===== config.mk =====
export PLATFORM = sky130hd
export DESIGN_NAME = sram_req_arbiter
export DESIGN_NICKNAME = d
export VERILOG_FILES = /design/src/rtl/sram_req_arbiter.sv
export SDC_FILE = /design/constraint.sdc
export NUM_CORES = 1
export LEC_CHECK = 0
export BUFFER_PORTS_ARGS = -buffer_cell sky130_fd_sc_hd__buf_2
export CORE_AREA = 2 2 125 127
export CTS_BUF_LIST = sky130_fd_sc_hd__clkbuf_4 sky130_fd_sc_hd__clkbuf_8 sky130_fd_sc_hd__clkbuf_16
export CTS_CLUSTER_SIZE = 14
export DETAILED_ROUTE_END_ITERATION = 8
export DIE_AREA = 0 0 127 129
export GPL_ROUTABILITY_DRIVEN = 0
export SETUP_SLACK_MARGIN = 0.2
export SYNTH_ARGS = -nofsm -noshare
export SYNTH_HDL_FRONTEND = slang
export SYNTH_SLANG_ARGS = --single-unit

===== constraint.sdc =====
create_clock -name clk -period 1.5 [get_ports clk]
set_clock_uncertainty 0.15 [all_clocks]
set_input_delay 0.3 -clock clk [delete_from_list [all_inputs] [get_ports clk]]
set_output_delay 0.3 -clock clk [all_outputs]
set_load 0.02 [all_outputs]

===== src/rtl/sram_req_arbiter.sv =====
// Shares one SRAM-like slave port between the instruction-fetch and load/store requesters.
// One transaction in flight at a time; data has priority, with a starvation guard for inst.
module sram_req_arbiter #(
  parameter int ADDR_W     = 32,
  parameter int DATA_W     = 32,
  parameter int STARVE_LIM = 4
) (
  input  logic              clk,
  input  logic              reset,
  input  logic              inst_req,
  input  logic              inst_wr,
  input  logic [1:0]        inst_size,
  input  logic [3:0]        inst_wstrb,
  input  logic [ADDR_W-1:0] inst_addr,
  input  logic [DATA_W-1:0] inst_wdata,
  output logic              inst_addr_ok,
  output logic              inst_data_ok,
  output logic [DATA_W-1:0] inst_rdata,
  input  logic              data_req,
  input  logic              data_wr,
  input  logic [1:0]        data_size,
  input  logic [3:0]        data_wstrb,
  input  logic [ADDR_W-1:0] data_addr,
  input  logic [DATA_W-1:0] data_wdata,
  output logic              data_addr_ok,
  output logic              data_data_ok,
  output logic [DATA_W-1:0] data_rdata,
  output logic              mem_req,
  output logic              mem_wr,
  output logic [1:0]        mem_size,
  output logic [3:0]        mem_wstrb,
  output logic [ADDR_W-1:0] mem_addr,
  output logic [DATA_W-1:0] mem_wdata,
  input  logic              mem_addr_ok,
  input  logic              mem_data_ok,
  input  logic [DATA_W-1:0] mem_rdata
);

  localparam int CNT_W = $clog2(STARVE_LIM + 1);
  localparam logic [CNT_W-1:0] CNT_LIM = CNT_W'(STARVE_LIM);

  typedef enum logic [1:0] {
    S_IDLE = 2'd0,
    S_ADDR = 2'd1,
    S_DATA = 2'd2
  } state_e;

  state_e           state_q, state_d;
  logic             grant_inst_q, grant_inst_d;
  logic [CNT_W-1:0] starve_cnt_q, starve_cnt_d;
  logic             any_req_s;
  logic             pick_inst_s;
  logic             arb_s;

  assign any_req_s   = inst_req | data_req;
  assign pick_inst_s = inst_req & (~data_req | (starve_cnt_q == CNT_LIM));

  // State, grant owner and starvation counter registers
  always_ff @(posedge clk or posedge reset) begin
    if (reset) begin
      state_q      <= S_IDLE;
      grant_inst_q <= 1'b0;
      starve_cnt_q <= '0;
    end else begin
      state_q      <= state_d;
      grant_inst_q <= grant_inst_d;
      starve_cnt_q <= starve_cnt_d;
    end
  end

  // Next state; arbitration happens from IDLE or on the closing data_ok of a transaction
  always_comb begin
    state_d      = state_q;
    grant_inst_d = grant_inst_q;
    starve_cnt_d = starve_cnt_q;
    arb_s        = 1'b0;
    case (state_q)
      S_IDLE: begin
        if (any_req_s) begin
          arb_s   = 1'b1;
          state_d = S_ADDR;
        end else begin
          state_d = S_IDLE;
        end
      end
      S_ADDR: begin
        if (mem_addr_ok) begin
          state_d = S_DATA;
        end else begin
          state_d = S_ADDR;
        end
      end
      S_DATA: begin
        if (mem_data_ok && any_req_s) begin
          arb_s   = 1'b1;
          state_d = S_ADDR;
        end else if (mem_data_ok) begin
          state_d = S_IDLE;
        end else begin
          state_d = S_DATA;
        end
      end
      default: begin
        state_d = S_IDLE;
      end
    endcase

    if (arb_s) begin
      grant_inst_d = pick_inst_s;
      if (!pick_inst_s && inst_req) begin
        starve_cnt_d = (starve_cnt_q == CNT_LIM) ? CNT_LIM : starve_cnt_q + CNT_W'(1);
      end else begin
        starve_cnt_d = '0;
      end
    end else begin
      grant_inst_d = grant_inst_q;
      starve_cnt_d = starve_cnt_q;
    end
  end

  // Outputs: slave request mux in ADDR, response routing in DATA, everything else quiet
  always_comb begin
    mem_req      = 1'b0;
    mem_wr       = 1'b0;
    mem_size     = 2'd0;
    mem_wstrb    = 4'd0;
    mem_addr     = '0;
    mem_wdata    = '0;
    inst_addr_ok = 1'b0;
    data_addr_ok = 1'b0;
    inst_data_ok = 1'b0;
    data_data_ok = 1'b0;
    inst_rdata   = '0;
    data_rdata   = '0;
    case (state_q)
      S_ADDR: begin
        mem_req = 1'b1;
        if (grant_inst_q) begin
          mem_wr       = inst_wr;
          mem_size     = inst_size;
          mem_wstrb    = inst_wstrb;
          mem_addr     = inst_addr;
          mem_wdata    = inst_wdata;
          inst_addr_ok = mem_addr_ok;
        end else begin
          mem_wr       = data_wr;
          mem_size     = data_size;
          mem_wstrb    = data_wstrb;
          mem_addr     = data_addr;
          mem_wdata    = data_wdata;
          data_addr_ok = mem_addr_ok;
        end
      end
      S_DATA: begin
        if (grant_inst_q) begin
          inst_data_ok = mem_data_ok;
          inst_rdata   = mem_rdata;
        end else begin
          data_data_ok = mem_data_ok;
          data_rdata   = mem_rdata;
        end
      end
      default: begin
        mem_req = 1'b0;
      end
    endcase
  end

endmodule


==> flow_metrics.env <==
export IMPL_yosys_warnings=0
export IMPL_crit_type="reg -> out"
export IMPL_ff2ff_path_depth=5
export IMPL_clock_sinks=6
export IMPL_fmax_ghz=0.5114
export IMPL_grt_total_usage_pct=10.35
export IMPL_cts_buffers=3
export IMPL_numPortBuffers=319
export IMPL_fp_dieW_um=127
export IMPL_tightest_slew_ns=0.3572
export IMPL_min_from="data_req"
export IMPL_min_path_type="in -> reg"
export IMPL_ys_seq_area_share_pct=7.947
export IMPL_dpl_cell_count=776
export IMPL_maxCapViolCount=0
export IMPL_p_leak_uw=0.002781
export IMPL_synth_cell_types=26
export IMPL_power_density_mw_per_mm2=1783
export IMPL_synth_edf_count=0
export IMPL_ioPinCount=320
export IMPL_setup_viol=140
export IMPL_finalWirelength_um=11180
export IMPL_synth_top_area_share_pct=37.62
export IMPL_syn_inst=265
export IMPL_clkSlewWorstSetupHoldPaths_ns=0.04
export IMPL_netlist_top_cells_count="nor2_1 (73), mux2i_1 (71), and2_1 (66)"
export IMPL_rsz0062_at_grt="true"
export IMPL_r2r_start="state_q[0]"
export IMPL_grt_pass1_vias=2830
export IMPL_outcome="finished, violations left"
export IMPL_nNetsFinal=791
export IMPL_period_minus_slack_ns=1.956
export IMPL_reg2reg_slack_ns=0.07
export IMPL_avgSynthCellArea_um2=7.129
export IMPL_cp_required_ns=1.05
export IMPL_drc_errors=0
export IMPL_yosys_most_used_dff="dfrtp_1"
export IMPL_first_pass_iters=4
export IMPL_syn_nets=447
export IMPL_pre_cts_ws_ns=-0.2421
export IMPL_diodes=0
export IMPL_vias=3161
export IMPL_dp_hpwl_um=7827
export IMPL_antenna_found_initial=0
export IMPL_setup_worst_path_start_class="flip-flop"
export IMPL_netlist_area_mm2=0.001889
export IMPL_path_max_fanout=8
export IMPL_drive_gt1_share_pct=78.95
export IMPL_failed_checks="setup timing"
export IMPL_drtIter0Drc=93
export IMPL_synth_async_sr_flop_share_pct=100.0
export IMPL_vias_per_cell=3.971
export IMPL_finalHoldViolCount=0
export IMPL_hold_depth=2
export IMPL_vdd_drop_max_mv=0.7557
export IMPL_fp_row_count=45
export IMPL_cts_htree_levels=1
export IMPL_grt_max_degree=62
export IMPL_holdPathEnd="grant_inst_q"
export IMPL_post_route_util_pct=34.31
export IMPL_start_util_pct=12.61
export IMPL_wl_per_cell_um=14.05
export IMPL_cts_tree="done"
export IMPL_areaGrowthSynthToFinish_pct=172.0
export IMPL_yosys_register_bits=6
export IMPL_holdWs_ns=0.1414
export IMPL_slew_headroom_pct=76.08
export IMPL_core_area_mm2=0.01498
export IMPL_fin_crit_sh_pct=130.4
export IMPL_layout_cells_non_filler=796
export IMPL_cts_root_buf="clkbuf_16"
export IMPL_critical_path_arrival_ns=1.51
export IMPL_synth_top_area_cell="mux2i_1"
export IMPL_synth_top_cells_by_area="mux2i_1 (38%), and2_1 (22%), nor2_1 (15%)"
export IMPL_die_y_um=129
export IMPL_reg2reg_to="starve_cnt_q[1]"
export IMPL_dieArea_mm2=0.01638
export IMPL_synth_most_common_cell="nor2_1"
export IMPL_gr_total_overflow=0
export IMPL_clock_path_buffers=2
export IMPL_finalWorstSetupSlack_ns=-0.4555
export IMPL_grt_pass1_wl_um=13660
export IMPL_clk_latency_ns=0.23
export IMPL_setup_tns_ns=-55.38
export IMPL_slew_violations=0
export IMPL_worst_setup_path_end_kind="primary output"
export IMPL_final_antenna_net_count=0
## what timing repair did
action | in CTS | in global routing
buffers inserted | 7 | 3
hold endpoints to repair | 6 | 0
setup endpoints to repair | 143 | 145
pin swaps | 6 | 18
gates resized for setup | 137 | 80
hold buffers | 1 | 0
cloned | 1 | 4
## layout make-up
cell class | instances | area [um^2]
Tap cell | 188 | 235.2
Multi-Input combinational cell | 232 | 2057
Timing Repair Buffer | 361 | 2587
Inverter | 5 | 21.27
Fill cell | 1575 | 9838
Sequential cell | 6 | 155.1
Clock buffer | 4 | 82.58
## cell usage in the layout, fill, tap and decap left out, types with 2 or more instances in the layout
master     instances
buf_4             62
buf_2            221
buf_16             2
mux2i_2            2
and2_4            32
dfrtp_1            4
mux2i_4           13
nor2_2             9
nand2b_4           2
clkbuf_16          5
and2_2            34
inv_1              3
nor2_1            53
buf_6             64
buf_12             9
mux2i_1           56
nor2_4            11
## worst max path at each step
stage / slack, ns / endpoint / cells past startpoint / start
finish: -0.46 / data_rdata[6] / 5 / grant_inst_q
CTS: -0.45 / mem_size[0] / 4 / grant_inst_q
global placement: -0.24 / data_rdata[2] / 4 / grant_inst_q
detailed placement: -0.24 / data_rdata[2] / 4 / grant_inst_q
floorplan: -0.06 / mem_addr[10] / 4 / state_q[1]
global route: -0.50 / data_rdata[10] / 5 / grant_inst_q
## cells by family (layout without fill, tap and decap cells)
group / count (synthesis) / count (layout) / synth area share (%)
AOI/OAI and AO/OA: 8 / 8 / 3.377
buffers and inverters: 27 / 370 / 8.940
adders and majority gates: 2 / 2 / 1.324
and+or+nand+nor: 150 / 150 / 40.20
DFF: 6 / 6 / 7.947
muxes: 72 / 72 / 38.21
## per-layer routing
metal,GRT usage [%],routed length [um],share of wire [%],up-vias
li1,-,-,-,1561
met1,10.67,4071,36,1413
met2,22.26,6237,56,179
met3,1.289,819,7.3,8
met4,1.551,54,0.48,0
met5,0,0,0,-
## sequential cells by signal, indices dropped and copies added (netlist names)
| signal | flops |
|---|---|
| grant_inst_q | 1 |
| starve_cnt_q | 3 |
| state_q | 2 |
## metrics by stage
stage,power [uW],instance area (um^2)
after detailed placement,6656,4140
after floorplan,4644,2190
after global placement,6652,4140
final,9165,5139
after CTS,8210,4812
after global routing,9628,5139
## worst max-delay path, stage by stage, from the launching register on
cell and delay (ns):
dfrtp_4 0.51, nor3b_4 0.21, buf_6 0.15, clkbuf_16 0.15, and2_2 0.14, buf_6 0.11
## power breakdown
part           switching [uW]  internal, uW  total [uW]  leakage, uW
Combinational            4170          4170        8340      0.00266
Sequential                105           244         349    0.0000751
Clock                     101           372         473    0.0000416
No activity file was read; power rests on OpenSTA's default activity.
